`src/rtl/eexec_unit.sv`:
```
// Multi-cycle execute/writeback stage for an 8x8 register file: IDLE -> READ -> EXEC -> WB.
// Optional macro MUL_EN enables the 8-cycle shift-add multiply for opcode 111; otherwise 111 is a NOP.
module eexec_unit #(
    parameter int unsigned DW = 8,
    parameter int unsigned AW = 3
) (
    input  logic          clk,
    input  logic          rst,
    input  logic          instr_valid,
    output logic          instr_ready,
    input  logic [2:0]    instr_op,
    input  logic [AW-1:0] instr_rd,
    input  logic [AW-1:0] instr_rs1,
    input  logic [AW-1:0] instr_rs2,
    output logic [AW-1:0] rf_ra1,
    output logic [AW-1:0] rf_ra2,
    input  logic [DW-1:0] rf_rd1,
    input  logic [DW-1:0] rf_rd2,
    output logic          rf_we,
    output logic [AW-1:0] rf_wa,
    output logic [DW-1:0] rf_wd,
    output logic          flag_z,
    output logic          flag_c,
    output logic          done
);

    localparam int unsigned PW = 2 * DW;

    localparam logic [2:0] OP_ADD = 3'd0;
    localparam logic [2:0] OP_SUB = 3'd1;
    localparam logic [2:0] OP_AND = 3'd2;
    localparam logic [2:0] OP_OR  = 3'd3;
    localparam logic [2:0] OP_XOR = 3'd4;
    localparam logic [2:0] OP_SHL = 3'd5;
    localparam logic [2:0] OP_MOV = 3'd6;
    localparam logic [2:0] OP_MUL = 3'd7;

    typedef enum logic [1:0] {
        S_IDLE = 2'd0,
        S_READ = 2'd1,
        S_EXEC = 2'd2,
        S_WB   = 2'd3
    } state_t;

    state_t        r_state;
    state_t        w_state_next;
    logic [2:0]    r_op;
    logic [AW-1:0] r_rd;
    logic [AW-1:0] r_rs1;
    logic [AW-1:0] r_rs2;
    logic [DW-1:0] r_a;
    logic [DW-1:0] r_b;
    logic [DW-1:0] r_result;
    logic          r_z;
    logic          r_c;

    logic          w_is_mul;
    logic          w_exec_done;
    logic [DW-1:0] w_alu_res;
    logic          w_alu_c;
    logic [DW:0]   w_sum;
    logic [DW:0]   w_diff;
    logic [DW:0]   w_shl;

    assign w_is_mul = (r_op == OP_MUL);

`ifdef MUL_EN
    logic [2:0]    r_cnt;
    logic [PW-1:0] r_acc;
    logic [PW-1:0] w_partial;
    logic [PW-1:0] w_acc_next;

    // One multiplier bit per cycle: add the shifted multiplicand when the bit is set
    assign w_partial   = r_b[r_cnt] ? (PW'(r_a) << r_cnt) : '0;
    assign w_acc_next  = r_acc + w_partial;
    assign w_exec_done = !w_is_mul || (r_cnt == 3'd7);
`else
    assign w_exec_done = 1'b1;
`endif

    // State register
    always_ff @(posedge clk or posedge rst) begin
        if (rst) begin
            r_state <= S_IDLE;
        end else begin
            r_state <= w_state_next;
        end
    end

    // Next-state logic
    always_comb begin
        w_state_next = r_state;
        case (r_state)
            S_IDLE: if (instr_valid) w_state_next = S_READ;
            S_READ: w_state_next = S_EXEC;
            S_EXEC: if (w_exec_done) w_state_next = S_WB;
            S_WB:   w_state_next = S_IDLE;
            default: w_state_next = S_IDLE;
        endcase
    end

    // Output decode
    always_comb begin
        instr_ready = 1'b0;
        rf_we       = 1'b0;
        done        = 1'b0;
        rf_ra1      = r_rs1;
        rf_ra2      = r_rs2;
        rf_wa       = r_rd;
        rf_wd       = r_result;
        flag_z      = r_z;
        flag_c      = r_c;
        case (r_state)
            S_IDLE: instr_ready = 1'b1;
            S_WB: begin
                done = 1'b1;
`ifdef MUL_EN
                rf_we = 1'b1;
`else
                rf_we = !w_is_mul;
`endif
            end
            default: ;
        endcase
    end

    // Single-cycle ALU; carry-outs come from one extra MSB
    always_comb begin
        w_sum     = {1'b0, r_a} + {1'b0, r_b};
        w_diff    = {1'b0, r_a} - {1'b0, r_b};
        w_shl     = {1'b0, r_a} << r_b[2:0];
        w_alu_res = '0;
        w_alu_c   = 1'b0;
        case (r_op)
            OP_ADD: begin w_alu_res = w_sum[DW-1:0];  w_alu_c = w_sum[DW];  end
            OP_SUB: begin w_alu_res = w_diff[DW-1:0]; w_alu_c = w_diff[DW]; end
            OP_AND: w_alu_res = r_a & r_b;
            OP_OR:  w_alu_res = r_a | r_b;
            OP_XOR: w_alu_res = r_a ^ r_b;
            OP_SHL: begin w_alu_res = w_shl[DW-1:0];  w_alu_c = w_shl[DW];  end
            OP_MOV: w_alu_res = r_a;
            default: ;
        endcase
    end

    // Datapath registers
    always_ff @(posedge clk or posedge rst) begin
        if (rst) begin
            r_op     <= '0;
            r_rd     <= '0;
            r_rs1    <= '0;
            r_rs2    <= '0;
            r_a      <= '0;
            r_b      <= '0;
            r_result <= '0;
            r_z      <= 1'b0;
            r_c      <= 1'b0;
`ifdef MUL_EN
            r_cnt    <= '0;
            r_acc    <= '0;
`endif
        end else begin
            case (r_state)
                S_IDLE: begin
                    if (instr_valid) begin
                        r_op  <= instr_op;
                        r_rd  <= instr_rd;
                        r_rs1 <= instr_rs1;
                        r_rs2 <= instr_rs2;
                    end
                end
                S_READ: begin
                    r_a <= rf_rd1;
                    r_b <= rf_rd2;
`ifdef MUL_EN
                    r_cnt <= '0;
                    r_acc <= '0;
`endif
                end
                S_EXEC: begin
                    if (!w_is_mul) begin
                        r_result <= w_alu_res;
                        r_z      <= (w_alu_res == '0);
                        r_c      <= w_alu_c;
                    end
`ifdef MUL_EN
                    else begin
                        r_acc <= w_acc_next;
                        r_cnt <= r_cnt + 3'd1;
                        if (r_cnt == 3'd7) begin
                            r_result <= w_acc_next[DW-1:0];
                            r_z      <= (w_acc_next[DW-1:0] == '0);
                            r_c      <= |w_acc_next[PW-1:DW];
                        end
                    end
`endif
                end
                default: ;
            endcase
        end
    end

endmodule

```
`config.mk`:
```
export PLATFORM = sky130hd
export DESIGN_NAME = eexec_unit
export DESIGN_NICKNAME = d
export VERILOG_FILES = /design/src/rtl/eexec_unit.sv
export SDC_FILE = /design/constraint.sdc
export NUM_CORES = 1
export LEC_CHECK = 0
export CORE_MARGIN = 5
export CORE_UTILIZATION = 30
export CTS_BUF_LIST = sky130_fd_sc_hd__clkbuf_16
export CTS_CLUSTER_DIAMETER = 120
export CTS_CLUSTER_SIZE = 10
export DETAILED_ROUTE_END_ITERATION = 6
export PLACE_DENSITY = 0.62
export SLEW_MARGIN = 10
export SYNTH_ARGS = -nofsm -noshare
export SYNTH_HDL_FRONTEND = slang
export SYNTH_SLANG_ARGS = --single-unit
```
`constraint.sdc`:
```
create_clock -name clk -period 2.5 [get_ports clk]
set_input_delay 0.375 -clock clk [delete_from_list [all_inputs] [get_ports clk]]
set_output_delay 0.375 -clock clk [all_outputs]
set_load 0.02 [all_outputs]
```
==> key figures <==
Status
  • Status: finished, final reports clean

STA
  • Slew headroom: between 30% and 40%
  • Clk_skew: about 11 ps
  • Hold slack: a little under 500 ps
  • Worst-margin pin slew: 1020 ps
  • Final min period: roughly 2500 ps
  • RSZ-0062 raised after global routing: true
  • Final setup fails: 0
  • Max-slew violation count: 0
  • Fmax: just over 0.4 GHz
  • Tcrit/Tclk final: around 100%
  • Setup WS post-layout: between 20 and 25 ps
  • Final Hold Viols: 0

Drt
  • DRT iter0 DRCs: approximately 190
  • Routed vias/inst: slightly below 5
  • DRC Markers: 0
  • Drt wl/cell: around 16 um
  • Via count: 2642
  • Post-DRT Antenna Nets: 0
  • Total Wirelength: ~8600 um
  • DR pass1 iterations: 4

Global route
  • Largest net degree at the start of global routing: 41
  • Met3 Usage GRT: 3.17%
  • Global Route met1 Usage: approximately 20%
  • Vias in the first global route: ~2800
  • First-pass GRT wire length: roughly 15000 um
  • GRT Total Usage: 14.4%
  • Initial antenna violation count: 0
  • M2 GR Usage: 23.0%
  • Grt ovf: 0
  • Routing layer with the top usage in global route: met2

Clocking
  • Num CTS Buffers: 5
  • Post-CTS setup buffers: 0
  • Max clock buf depth: 2
  • Hold-fix buffer count after cts: 0
  • Clock H-tree levels: 2
  • Root buffer cell: clkbuf_16
  • Worst-path clk slew: 70 ps
  • Worst-Skew Late Latency: between 200 and 300 ps
  • CTS sink count: 40
  • CTS tree: yes

Floorplanning
  • Starting density of the core: between 30% and 40%
  • Die Y: roughly 110 um
  • IO Count: 53
  • Die width: ~110 um
  • Core Rows: 36
  • Die area: between 10000 and 15000 um2
  • Core ar.: between 9000 and 10000 um2

Power
  • Power Density: approximately 1600 nW/um2
  • Int Pwr: 0.00349 W
  • Sw Pwr: around 0.0030 W
  • Pleak: around 1.8 nW
  • Switching fraction of total power: 45.9%
  • VDD IR max: 509 uV
  • Logic gate share of total power: between 60% and 70%
  • Clk pwr share: between 10% and 20%
  • Sequential group share of total power: 19.9%

Job
  • # Max-Cap Violations: 0

Placed design
  • DP HPWL: 6800 um
  • Post-Place Worst Slack: -54.5 ps
  • Port bufs: 52
  • RePlAce Congestion: roughly 0.91

Setup path
  • CP Max Fanout: 5
  • CP Capture Type: flop
  • Type of the worst setup path: reg2reg
  • Worst EP required: about 2700 ps
  • CP startpoint kind: flop
  • Worst EP arrival: about 2700 ps

Synth
  • Async SR Flop Fraction: 100%
  • Cell count after synthesis: around 330
  • Post-synth EDFFs: 0
  • Seq cells post-synth: 40
  • YS warnings: 0
  • Sequential-to-total area share from yosys stat: roughly a third
  • Avg Inst Size Synth: 9.11 um2
  • Syn_nets: a little under 400
  • Post-Syn Area: 3030 um2
  • Main synth FF type: dfrtp_1
  • Yosys cell types: 55

Layout
  • Commonest non-fill, non-tap cell in the layout: clkdlybuf4s50_1
  • Fillers: 1020
  • Multi-input gate area: approximately 1900 um2
  • Register Area: roughly 1000 um2
  • Share of cells above drive strength 1: between 10% and 20%
  • # diodes: 0
  • Most frequent cells in the layout: 52 x clkdlybuf4s50_1, 46 x nand2_1, 38 x dfrtp_1
  • Area delta synth->final: 34.4%
  • Nets: about 470

Min path
  • Worst hold path class: reg2reg
-- per-stage QoR --
step	total power, W	TNS, ps	std cells	cell area [um2]	utilization (%)
floorplan	0.00402	0	332	3030	-
global placement	0.00554	0	532	3870	39.4
detailed placement	0.00559	-64.8	532	3870	39.4
CTS	0.00641	0	540	4050	41.3
global route	0.00700	-218	540	4070	41.4
finish	0.00645	0	540	4070	41.4
-- synth_stat cells (2+ instances only) --
library cell | number | area (um2)
inv_1 | 26 | 97.6
mux2i_1 | 12 | 120
nand2b_1 | 8 | 50.1
nor2b_1 | 5 | 31.3
mux2_2 | 20 | 225
buf_2 | 7 | 35.0
o21ai_0 | 25 | 125
xnor2_1 | 2 | 17.5
clkbuf_1 | 6 | 22.5
nand3b_1 | 2 | 15.0
xor2_1 | 3 | 26.3
a21oi_1 | 14 | 70.1
nand2_1 | 46 | 173
ha_1 | 29 | 363
dfrtp_1 | 40 | 1000
nor2_1 | 11 | 41.3
nand3_1 | 5 | 25.0
o211ai_1 | 6 | 45.0
o31ai_1 | 2 | 15.0
nor3_1 | 7 | 35.0
a31oi_1 | 3 | 18.8
and4b_1 | 2 | 20.0
buf_1 | 2 | 7.51
a22oi_1 | 3 | 22.5
fa_1 | 2 | 40.0
o221a_2 | 2 | 22.5
a221oi_1 | 4 | 35.0
and2_1 | 3 | 18.8
or3_1 | 3 | 18.8
o221ai_1 | 2 | 17.5
o22ai_1 | 4 | 25.0
o21bai_1 | 3 | 22.5
-- final timing paths --
check / startpoint / endpoint / slack (ps) / cells after the start
hold / removal: rf_wd[1] / rf_wd[1] / 480 / 2
setup / recovery: r_a[0] / flag_z / 20 / 9
min in group asynchronous: rst / r_a[2] / 520 / 3
hold reg to reg: rf_wd[1] / rf_wd[1] / 480 / 2
max in group asynchronous: rst / r_op[0] / 1580 / 3
setup reg to reg: r_a[0] / flag_z / 20 / 9
-- area by class of cell --
type                       count  share of cell area (%)
clock inverter                 3                    1.14
inverter                      27                    2.52
timing repair buffer          84                    18.7
sequential                    40                    24.7
clock buffer                   5                    3.08
tap                          133                    4.09
multi-input combinational    248                    45.8
-- layer usage --
metal | wire length, um | part of all wire, %
met5 | 0 | 0
met4 | 111 | 1.3
met3 | 428 | 5.0
met2 | 3980 | 46
met1 | 4090 | 47
-- state kept, by name, indices dropped and copies added (netlist names) --
register	cells
flag_c	1
flag_z	1
r_a	8
r_b	8
r_op	3
r_state	2
rf_ra1	3
rf_ra2	3
rf_wa	3
rf_wd	8
-- cell families (layout without fill, tap and decap cells) --
kind of cell	count (synthesis)	count (layout)	synth area share, %
muxes	33	33	12.2
buffers and inverters	44	119	6.12
xor gates and xnor gates	5	5	1.45
adders and majority gates	31	31	13.3
AOI/OAI and AO/OA	79	79	17.5
DFF	40	40	33.1
and+or+nand+nor	100	100	16.3
-- worst max-delay path, cell delays in order, from the launching register on --
cell,delay (ps)
dfrtp_2,400
inv_1,80
ha_1,240
fa_1,410
o21bai_1,210
nand2_1,130
and4b_1,230
a311oi_2,250
nand2_1,120
o41ai_2,300
-- power by group through the flow --
stage | combinational, W | clock (W) | sequential (W)
after floorplan | 0.00262 | 0 | 0.00140
after global placement | 0.00426 | 0 | 0.00128
after detailed placement | 0.00430 | 0 | 0.00129
after CTS | 0.00434 | 0.000782 | 0.00128
after global routing | 0.00485 | 0.000805 | 0.00134
final | 0.00440 | 0.000767 | 0.00128
-- repair_timing --
item                                    CTS  global route
gates cloned                              0             0
gates resized for setup                   2             5
hold endpoints to repair                  0             0
endpoints found under the setup margin    2             5
Note: power is estimated with default switching activity, not from simulation.
